[config.mk]
export PLATFORM = sky130hd
export DESIGN_NAME = seg_decoder
export DESIGN_NICKNAME = d
export VERILOG_FILES = /design/src/rtl/seg_decoder.sv
export SDC_FILE = /design/constraint.sdc
export NUM_CORES = 1
export LEC_CHECK = 0
export CAP_MARGIN = 10
export CORE_MARGIN = 3
export CORE_UTILIZATION = 44
export CTS_CLUSTER_SIZE = 14
export DETAILED_ROUTE_END_ITERATION = 8
export GPL_TIMING_DRIVEN = 0
export PLACE_DENSITY = 0.64
export SLEW_MARGIN = 5
export SYNTH_ARGS = -nofsm -noshare
export SYNTH_HDL_FRONTEND = slang
export SYNTH_SLANG_ARGS = --single-unit
[constraint.sdc]
create_clock -name CLK -period 4 [get_ports CLK]
set_input_delay 0.6 -clock CLK [delete_from_list [all_inputs] [get_ports CLK]]
set_output_delay 0.6 -clock CLK [all_outputs]
set_load 0.01 [all_outputs]
[src/rtl/seg_decoder.sv]
// Seven-segment display decoder: synchronizes an asynchronous active-low
// segment pattern, waits for it to hold steady, then turns accepted digit
// patterns into a valid/ready stream with blank, error and overrun status.
module seg_decoder #(
  parameter int unsigned STABLE_CYCLES = 4
) (
  input  logic       CLK,
  input  logic       RST_N,
  input  logic [6:0] SEG,
  input  logic       DREADY,
  output logic [3:0] DIGIT,
  output logic       DVALID,
  output logic       BLANK,
  output logic       ERR,
  output logic       OVERRUN,
  output logic [7:0] ERRCNT
);

  typedef enum logic {SETTLE, LOCKED} state_t;

  localparam logic [6:0] SEG_BLANK = 7'h7F;
  // Counter is 0 on the cycle the first new sample is seen, so acceptance
  // fires once STABLE_CYCLES identical samples have been observed.
  localparam logic [7:0] CNT_LAST  = 8'(STABLE_CYCLES - 2);

  logic [6:0] s1, s2, s3;
  logic [6:0] acc;
  state_t     state, state_nx;
  logic [7:0] cnt, cnt_nx;
  logic       accept;
  logic       dec_ok;
  logic [3:0] dec_val;
  logic       new_pat, ev_digit, ev_blank, ev_err;

  // Two-flop synchronizer plus one history stage for change detection
  always_ff @(posedge CLK or negedge RST_N) begin
    if (!RST_N) begin
      s1 <= SEG_BLANK;
      s2 <= SEG_BLANK;
      s3 <= SEG_BLANK;
    end else begin
      s1 <= SEG;
      s2 <= s1;
      s3 <= s2;
    end
  end

  // Pattern table lookup on the synchronized sample
  always_comb begin
    dec_ok  = 1'b1;
    dec_val = 4'd0;
    case (s2)
      7'h40:   dec_val = 4'd0;
      7'h79:   dec_val = 4'd1;
      7'h24:   dec_val = 4'd2;
      7'h30:   dec_val = 4'd3;
      7'h19:   dec_val = 4'd4;
      7'h12:   dec_val = 4'd5;
      7'h02:   dec_val = 4'd6;
      7'h78:   dec_val = 4'd7;
      7'h00:   dec_val = 4'd8;
      7'h10:   dec_val = 4'd9;
      default: dec_ok  = 1'b0;
    endcase
  end

  // FSM state and stability counter registers
  always_ff @(posedge CLK or negedge RST_N) begin
    if (!RST_N) begin
      state <= LOCKED;
      cnt   <= 8'd0;
    end else begin
      state <= state_nx;
      cnt   <= cnt_nx;
    end
  end

  // Next-state: count identical samples while settling, relock on stability
  always_comb begin
    state_nx = state;
    cnt_nx   = cnt;
    accept   = 1'b0;
    case (state)
      LOCKED: begin
        if (s2 != acc) begin
          state_nx = SETTLE;
          cnt_nx   = 8'd0;
        end
      end
      SETTLE: begin
        if (s2 == s3) begin
          if (cnt == CNT_LAST) begin
            accept   = 1'b1;
            state_nx = LOCKED;
            cnt_nx   = 8'd0;
          end else begin
            cnt_nx = cnt + 8'd1;
          end
        end else begin
          cnt_nx = 8'd0;
        end
      end
      default: begin
        state_nx = LOCKED;
        cnt_nx   = 8'd0;
      end
    endcase
  end

  // An accepted pattern equal to the previous one is silent
  assign new_pat  = accept && (s2 != acc);
  assign ev_digit = new_pat && dec_ok;
  assign ev_blank = new_pat && (s2 == SEG_BLANK);
  assign ev_err   = new_pat && !dec_ok && (s2 != SEG_BLANK);

  // Output stream, status flags and error counter
  always_ff @(posedge CLK or negedge RST_N) begin
    if (!RST_N) begin
      acc     <= SEG_BLANK;
      DIGIT   <= 4'd0;
      DVALID  <= 1'b0;
      BLANK   <= 1'b1;
      ERR     <= 1'b0;
      OVERRUN <= 1'b0;
      ERRCNT  <= 8'd0;
    end else begin
      ERR     <= ev_err;
      OVERRUN <= ev_digit && DVALID && !DREADY;
      if (accept) acc <= s2;
      if (ev_digit) begin
        DIGIT  <= dec_val;
        DVALID <= 1'b1;
        BLANK  <= 1'b0;
      end else if (DVALID && DREADY) begin
        DVALID <= 1'b0;
      end
      if (ev_blank) BLANK <= 1'b1;
      if (ev_err && ERRCNT != 8'hFF) ERRCNT <= ERRCNT + 8'd1;
    end
  end

endmodule

== Word-level counts from Yosys, hierarchy flattened ==
Index checks and enable logic that the tools add are counted.

* Bits in registers: 53
* Input bits: 10
* Word-level logic and storage cells: 61

* Add/subtract/negate cells: 2
* Equality and inequality tests: 16
* Muxes and demuxes: 15
* Bitwise gates (word level): 1
* Reduce and logical (&&, ||, !) cells: 15

{| class="wikitable"
|+ Operators by type and width
! kind !! count
|-
| $pmux W4 S9 || 1
|-
| $eq A7 B7 Y1 const B || 4
|-
| $mux W8 || 3
|-
| $eq A7 B5 Y1 const B || 3
|-
| $add A8 B1 Y8 const B || 2
|-
| $pmux W8 S2 || 1
|-
| $eq A7 B6 Y1 const B || 2
|-
| $reduce_or A10 Y1 || 1
|-
| $logic_and A1 B1 Y1 || 9
|-
| $mux W1 || 9
|-
| $eq A8 B2 Y1 const B || 1
|-
| $ne A8 B8 Y1 const B || 1
|-
| $eq A7 B2 Y1 const B || 1
|-
| $eq A7 B7 Y1 || 1
|-
| $logic_not A7 Y1 || 1
|-
| $ne A7 B7 Y1 || 1
|-
| $ne A7 B7 Y1 const B || 1
|-
| $reduce_bool A2 Y1 || 2
|-
| $logic_not A1 Y1 || 2
|-
| $ne A2 B1 Y1 const B || 1
|-
| $pmux W1 S2 || 1
|-
| $not A1 Y1 || 1
|}

== Longest topological paths before layout ==
* Depth in word-level cells: 8
* Depth in mapped cells: 8
* Depth with buffers taken out: 7

== Worst setup path after synthesis ==
Ideal clock, no wire load.

* Path type: register to register
* From: register s2[5]
* To: register ERRCNT[4]
* Data arrival time: 2200 ps
* Slack: 1675 ps
* Cell stages (with the launch flop): 7
* Clock period less this slack: 2325 ps
* Cell sequence: dfstp_2 clkbuf_1 xor2_1 nor4_1 nand3_4 nor4_1 mux2_2

* Cells in the longest elaborated chain, start to end: 7
* Elaborated cells between the ends (all ways): 22

{| class="wikitable"
|+ RTL lines
! element !! RTL line !! RTL
|-
| start: declaration || 26 || <nowiki>logic [6:0] s1, s2, s3;</nowiki>
|-
| start signal: assignment || 39 || <nowiki>s2 <= SEG_BLANK;</nowiki>
|-
| start signal: assignment || 43 || <nowiki>s2 <= s1;</nowiki>
|-
| $eq A7 B5 Y1, or another cell as far along || 52 || <nowiki>case (s2)</nowiki>
|-
| $reduce_or A10 Y1 (no line) / $mux W1 (equally long branches) || n/a ||
|-
| $mux W1, on equally long branches || 52, 83 ||
|-
| $logic_not A1 Y1 / $logic_and A1 B1 Y1 (equally long branches) || 114, 111 ||
|-
| $logic_and A1 B1 Y1 || 114 || <nowiki>assign ev_err = new_pat && !dec_ok && (s2 != SEG_BLANK);</nowiki>
|-
| $logic_and A1 B1 Y1 (*) || 114 ||
|-
| $logic_and A1 B1 Y1 (*) || 138 || <nowiki>if (ev_err && ERRCNT != 8'hFF) ERRCNT <= ERRCNT + 8'd1;</nowiki>
|-
| end signal: assignment || 138 ||
|-
| end: declaration || 16 || <nowiki>output logic [7:0] ERRCNT</nowiki>
|}

Every way passes the cells marked *; elsewhere a longest branch is shown, timed or not.
A chain may end at the register's enable or synchronous reset.

== Worst setup path in the final report ==
* From: register s2[2]
* To: register DIGIT[2]

* Cells in the longest elaborated chain, start to end: 5
* Elaborated cells between the ends (all ways): 19

{| class="wikitable"
|+ RTL lines
! element !! RTL line !! RTL
|-
| branches (longest 5 deep; another with $reduce_or A10 Y1) || n/a ||
|-
| end signal: assignment || 131 || <nowiki>DIGIT <= dec_val;</nowiki>
|-
| end: declaration || 11 || <nowiki>output logic [3:0] DIGIT,</nowiki>
|}

Parallel ways; which one is timed is not known.

==> impl_metrics.xml <==
<?xml version="1.0" encoding="UTF-8"?>
<metrics>
  <group name="floorplanning">
    <metric name="die_h" unit="um">81.4</metric>
    <metric name="die_area" unit="um2">6620</metric>
    <metric name="io_pins" unit="">26</metric>
    <metric name="initial_cell_density_of_the_core" unit="%">47.1</metric>
    <metric name="chipWidth" unit="um">81.4</metric>
    <metric name="core-area" unit="um2">5300</metric>
    <metric name="placementRows" unit="">26</metric>
  </group>
  <group name="power">
    <metric name="vdd_drop_max" unit="uV">235</metric>
    <metric name="sw_frac_of_total" unit="%">24.4</metric>
    <metric name="p_int" unit="mW">0.709</metric>
    <metric name="switching_power" unit="mW">0.230</metric>
    <metric name="combinationalPowerShare" unit="%">6.2</metric>
    <metric name="seq_power_share" unit="%">59.7</metric>
    <metric name="power.density" unit="nW/um2">318</metric>
    <metric name="power.share.clock" unit="%">34.1</metric>
    <metric name="p_leak" unit="nW">1.19</metric>
  </group>
  <group name="status">
    <metric name="outcome" unit="">completed</metric>
  </group>
  <group name="clock_network">
    <metric name="number_of_levels_the_h_tree_was_split_into" unit="">2</metric>
    <metric name="max-clock-path-buffers" unit="">2</metric>
    <metric name="cts_sinks" unit="">53</metric>
    <metric name="setup_fix_buffers_added_after_clock_tree_synthesis" unit="">0</metric>
    <metric name="tritoncts_clock_tree" unit="">done</metric>
    <metric name="cts_resized" unit="">0</metric>
    <metric name="tritoncts.num_buffers" unit="">5</metric>
    <metric name="worst_skew_late_latency" unit="ns">0.31</metric>
    <metric name="cts_hold_buf" unit="">0</metric>
    <metric name="clk_pin_slew_worst_paths" unit="ns">0.10</metric>
    <metric name="ctsRootBufferMaster" unit="">sky130_fd_sc_hd__clkbuf_8</metric>
  </group>
  <group name="place">
    <metric name="finalWeightedCongestion" unit="">0.771</metric>
    <metric name="dpl.cell_count" unit="">320</metric>
    <metric name="place_hpwl" unit="um">3070</metric>
    <metric name="detailedPlace.worstSlack" unit="ns">1.33</metric>
    <metric name="placement.io_buffers" unit="">25</metric>
  </group>
  <group name="logic_synthesis">
    <metric name="netlist.top_cell.by_area" unit="">sky130_fd_sc_hd__dfstp_2</metric>
    <metric name="synth_cell_types" unit="">48</metric>
    <metric name="syn_inst" unit="">224</metric>
    <metric name="netlist_top_cells_area" unit="">sky130_fd_sc_hd__dfstp_2 (32%), sky130_fd_sc_hd__dfrtp_1 (23%), sky130_fd_sc_hd__nand2_1 (5.0%), sky130_fd_sc_hd__xnor2_1 (4.2%), sky130_fd_sc_hd__o21ai_0 (3.0%)</metric>
    <metric name="post_synth.cell_area_avg" unit="um2">11.2</metric>
    <metric name="syn_area" unit="um2">2500</metric>
    <metric name="post-synth-top-area-fraction" unit="%">31.5</metric>
    <metric name="synthesis.nets" unit="">237</metric>
    <metric name="synth-seq-area-share" unit="%">54.6</metric>
    <metric name="postSynthRegisterBits" unit="">53</metric>
    <metric name="yosysWarningCount" unit="">0</metric>
  </group>
  <group name="grt">
    <metric name="global_route.overflow_total" unit="">0</metric>
    <metric name="grt.total_usage" unit="%">14.4</metric>
    <metric name="largest_net_degree_at_the_start_of_global_routing" unit="">36</metric>
    <metric name="vias_in_the_first_global_route" unit="">1522</metric>
    <metric name="grt_antenna_before_repair" unit="">0</metric>
    <metric name="grt_pass1_wl" unit="um">7280</metric>
  </group>
  <group name="timing">
    <metric name="setup-violations-final" unit="">0</metric>
    <metric name="final_tns_setup" unit="ns">0</metric>
    <metric name="report.final.slew_viol_count" unit="">0</metric>
    <metric name="final-hold-violation-count" unit="">0</metric>
    <metric name="worstMarginPinSlew" unit="ns">0.905</metric>
    <metric name="slew_headroom" unit="%">39.2</metric>
    <metric name="fin_ws" unit="ns">1.30</metric>
    <metric name="period_share" unit="%">67.6</metric>
    <metric name="fin_crit" unit="ns">2.70</metric>
    <metric name="fin_skew" unit="ns">0.0100</metric>
    <metric name="upper_clock_frequency_limit" unit="MHz">370</metric>
    <metric name="rsz0062_at_grt" unit="">no</metric>
  </group>
  <group name="cells_and_area">
    <metric name="num-fill-cells" unit="">474</metric>
    <metric name="antenna_cells" unit="">0</metric>
    <metric name="nNetsFinal" unit="">270</metric>
    <metric name="layout_common_cells" unit="">sky130_fd_sc_hd__nand2_1 (33), sky130_fd_sc_hd__dfstp_2 (30), sky130_fd_sc_hd__clkdlybuf4s50_1 (24)</metric>
    <metric name="final_core_density" unit="%">55.6</metric>
    <metric name="multi_input_area" unit="um2">1050</metric>
    <metric name="layout_commonest_cell" unit="">sky130_fd_sc_hd__nand2_1</metric>
    <metric name="layout.cells.non_filler" unit="">328</metric>
    <metric name="seq_area" unit="um2">1360</metric>
    <metric name="drive_gt1_share" unit="%">20.5</metric>
    <metric name="area_delta_synth_final" unit="%">18.0</metric>
  </group>
  <group name="drt">
    <metric name="antenna_left" unit="">0</metric>
    <metric name="wl_per_cell" unit="um">12.9</metric>
    <metric name="wl" unit="um">4230</metric>
    <metric name="detail_route.iter0.violations" unit="">115</metric>
    <metric name="via_count" unit="">1715</metric>
    <metric name="via_per_inst" unit="">5.23</metric>
    <metric name="drt_first_pass_iters" unit="">4</metric>
    <metric name="route.detailed.drc" unit="">0</metric>
  </group>
  <group name="min_path">
    <metric name="worst_hold_path_type" unit="">in -&gt; async</metric>
  </group>
  <group name="setup_path">
    <metric name="r2r.worst_path.cells" unit="">6</metric>
    <metric name="cp_slowest_stage_delay" unit="ns">0.60</metric>
    <metric name="crit_path_max_fanout" unit="">10</metric>
    <metric name="r2r_setup_slack" unit="ns">1.30</metric>
    <metric name="critical_path_startpoint_category" unit="">flop</metric>
    <metric name="critPathCapture" unit="">DIGIT[2]</metric>
    <metric name="arrival" unit="ns">2.90</metric>
    <metric name="regToRegEndpoint" unit="">DIGIT[2]</metric>
    <metric name="cp_data_required_time" unit="ns">4.20</metric>
    <metric name="worstPathCellList" unit="">clkbuf_1, nor4bb_1, a22oi_1, nand2_1, o211ai_4, mux2_4</metric>
    <metric name="crit-reg2reg-launch" unit="">s2[2]</metric>
    <metric name="critPathKind" unit="">reg -&gt; reg</metric>
    <metric name="cp_slowest_cell" unit="">sky130_fd_sc_hd__a22oi_1</metric>
    <metric name="setup.worst_path.end_class" unit="">flop</metric>
    <metric name="cp-startpoint" unit="">s2[2]</metric>
  </group>
  <group name="flow_run">
    <metric name="max_cap_viol_count" unit="">0</metric>
  </group>
</metrics>
==> logic make-up after synthesis <==
kind of cell,count (synthesis),share of synthesized area [%]
simple gates,96,23.0
flops,53,54.6
mux,6,2.75
compound gates,29,7.96
xor+xnor,20,7.01
fa+ha+maj,3,1.50
buf+inv,17,3.20
==> flip-flops by register name, summed over array words and instances, names as in the netlist, 4 cells and up <==
signal  flops
DIGIT       4
ERRCNT      8
acc         7
cnt         8
s1          7
s2          7
s3          7
==> power groups by stage <==
stage | Clock [mW] | Sequential (mW) | Combinational, mW
after global routing | 0.361 | 0.562 | 0.0653
after CTS | 0.336 | 0.560 | 0.0591
after detailed placement | 0 | 0.570 | 0.0590
after floorplan | 0 | 0.569 | 0.0313
final | 0.321 | 0.560 | 0.0581
after global placement | 0 | 0.569 | 0.0563
==> per-stage QoR <==
step	hold slack (ns)	total power, mW	area [um2]
after floorplan	0.304	0.600	2500
after global placement	0.345	0.626	2840
after detailed placement	0.347	0.629	2850
after CTS	0.219	0.956	2950
after global routing	0.228	0.989	2950
final	0.217	0.939	2950
==> routing by layer <==
layer / routed length, um / part of all wire [%] / GRT usage [%]
met5: 0 / 0 / 0
met4: 24 / 0.57 / 3.55
met3: 166 / 3.9 / 4.10
met2: 1860 / 44 / 20.5
met1: 2180 / 52 / 21.4
==> synthesized netlist by cell type, drive strengths merged <==
cell type   n
nor4       13
inv         7
nor2b       2
or4b        1
dfrtp      23
mux2i       2
a22o        4
nand2      33
nor4bb      1
xor2        8
mux2        4
a21oi       1
or2         1
dfstp      30
nand3       9
o2111ai     1
and3b       1
or4         1
nor4b       2
xnor2      12
ha          3
o21bai      1
a21o        1
and4        2
o211ai      2
nand4       8
and3        5
clkbuf      6
o21ai      16
and2        1
nand4b      1
a22oi       2
nor3        3
buf         4
nand2b      1
nor2        7
or3         2
a21boi      1
nor3b       2
==> how the worst min path moves through the flow <==
stage                      endpoint  slack (ns)  cells after the start
final                     ERRCNT[1]        0.22                      1
after global placement        s2[4]        0.35                      0
after global routing      ERRCNT[1]        0.23                      1
after floorplan            DIGIT[0]        0.30                      0
after detailed placement      s2[0]        0.35                      0
after CTS                 ERRCNT[1]        0.22                      1
==> worst max-delay path, delay by kind of cell, from the launching register on <==
kind | cells | cell delay [ns]
compound gates | 2 | 0.93
mux | 1 | 0.32
flops | 1 | 0.54
simple gates | 2 | 0.38
buf+inv | 1 | 0.42
==> layout make-up <==
type / count / area share (%)
Sequential cell: 53 / 46.2
Multi-Input combinational cell: 154 / 35.8
Timing Repair Buffer: 26 / 8.99
Tap cell: 70 / 2.97
Clock buffer: 5 / 2.33
Buffer: 10 / 1.82
Clock inverter: 3 / 0.976
Inverter: 7 / 0.891
No activity file was read; power rests on OpenSTA's default activity.
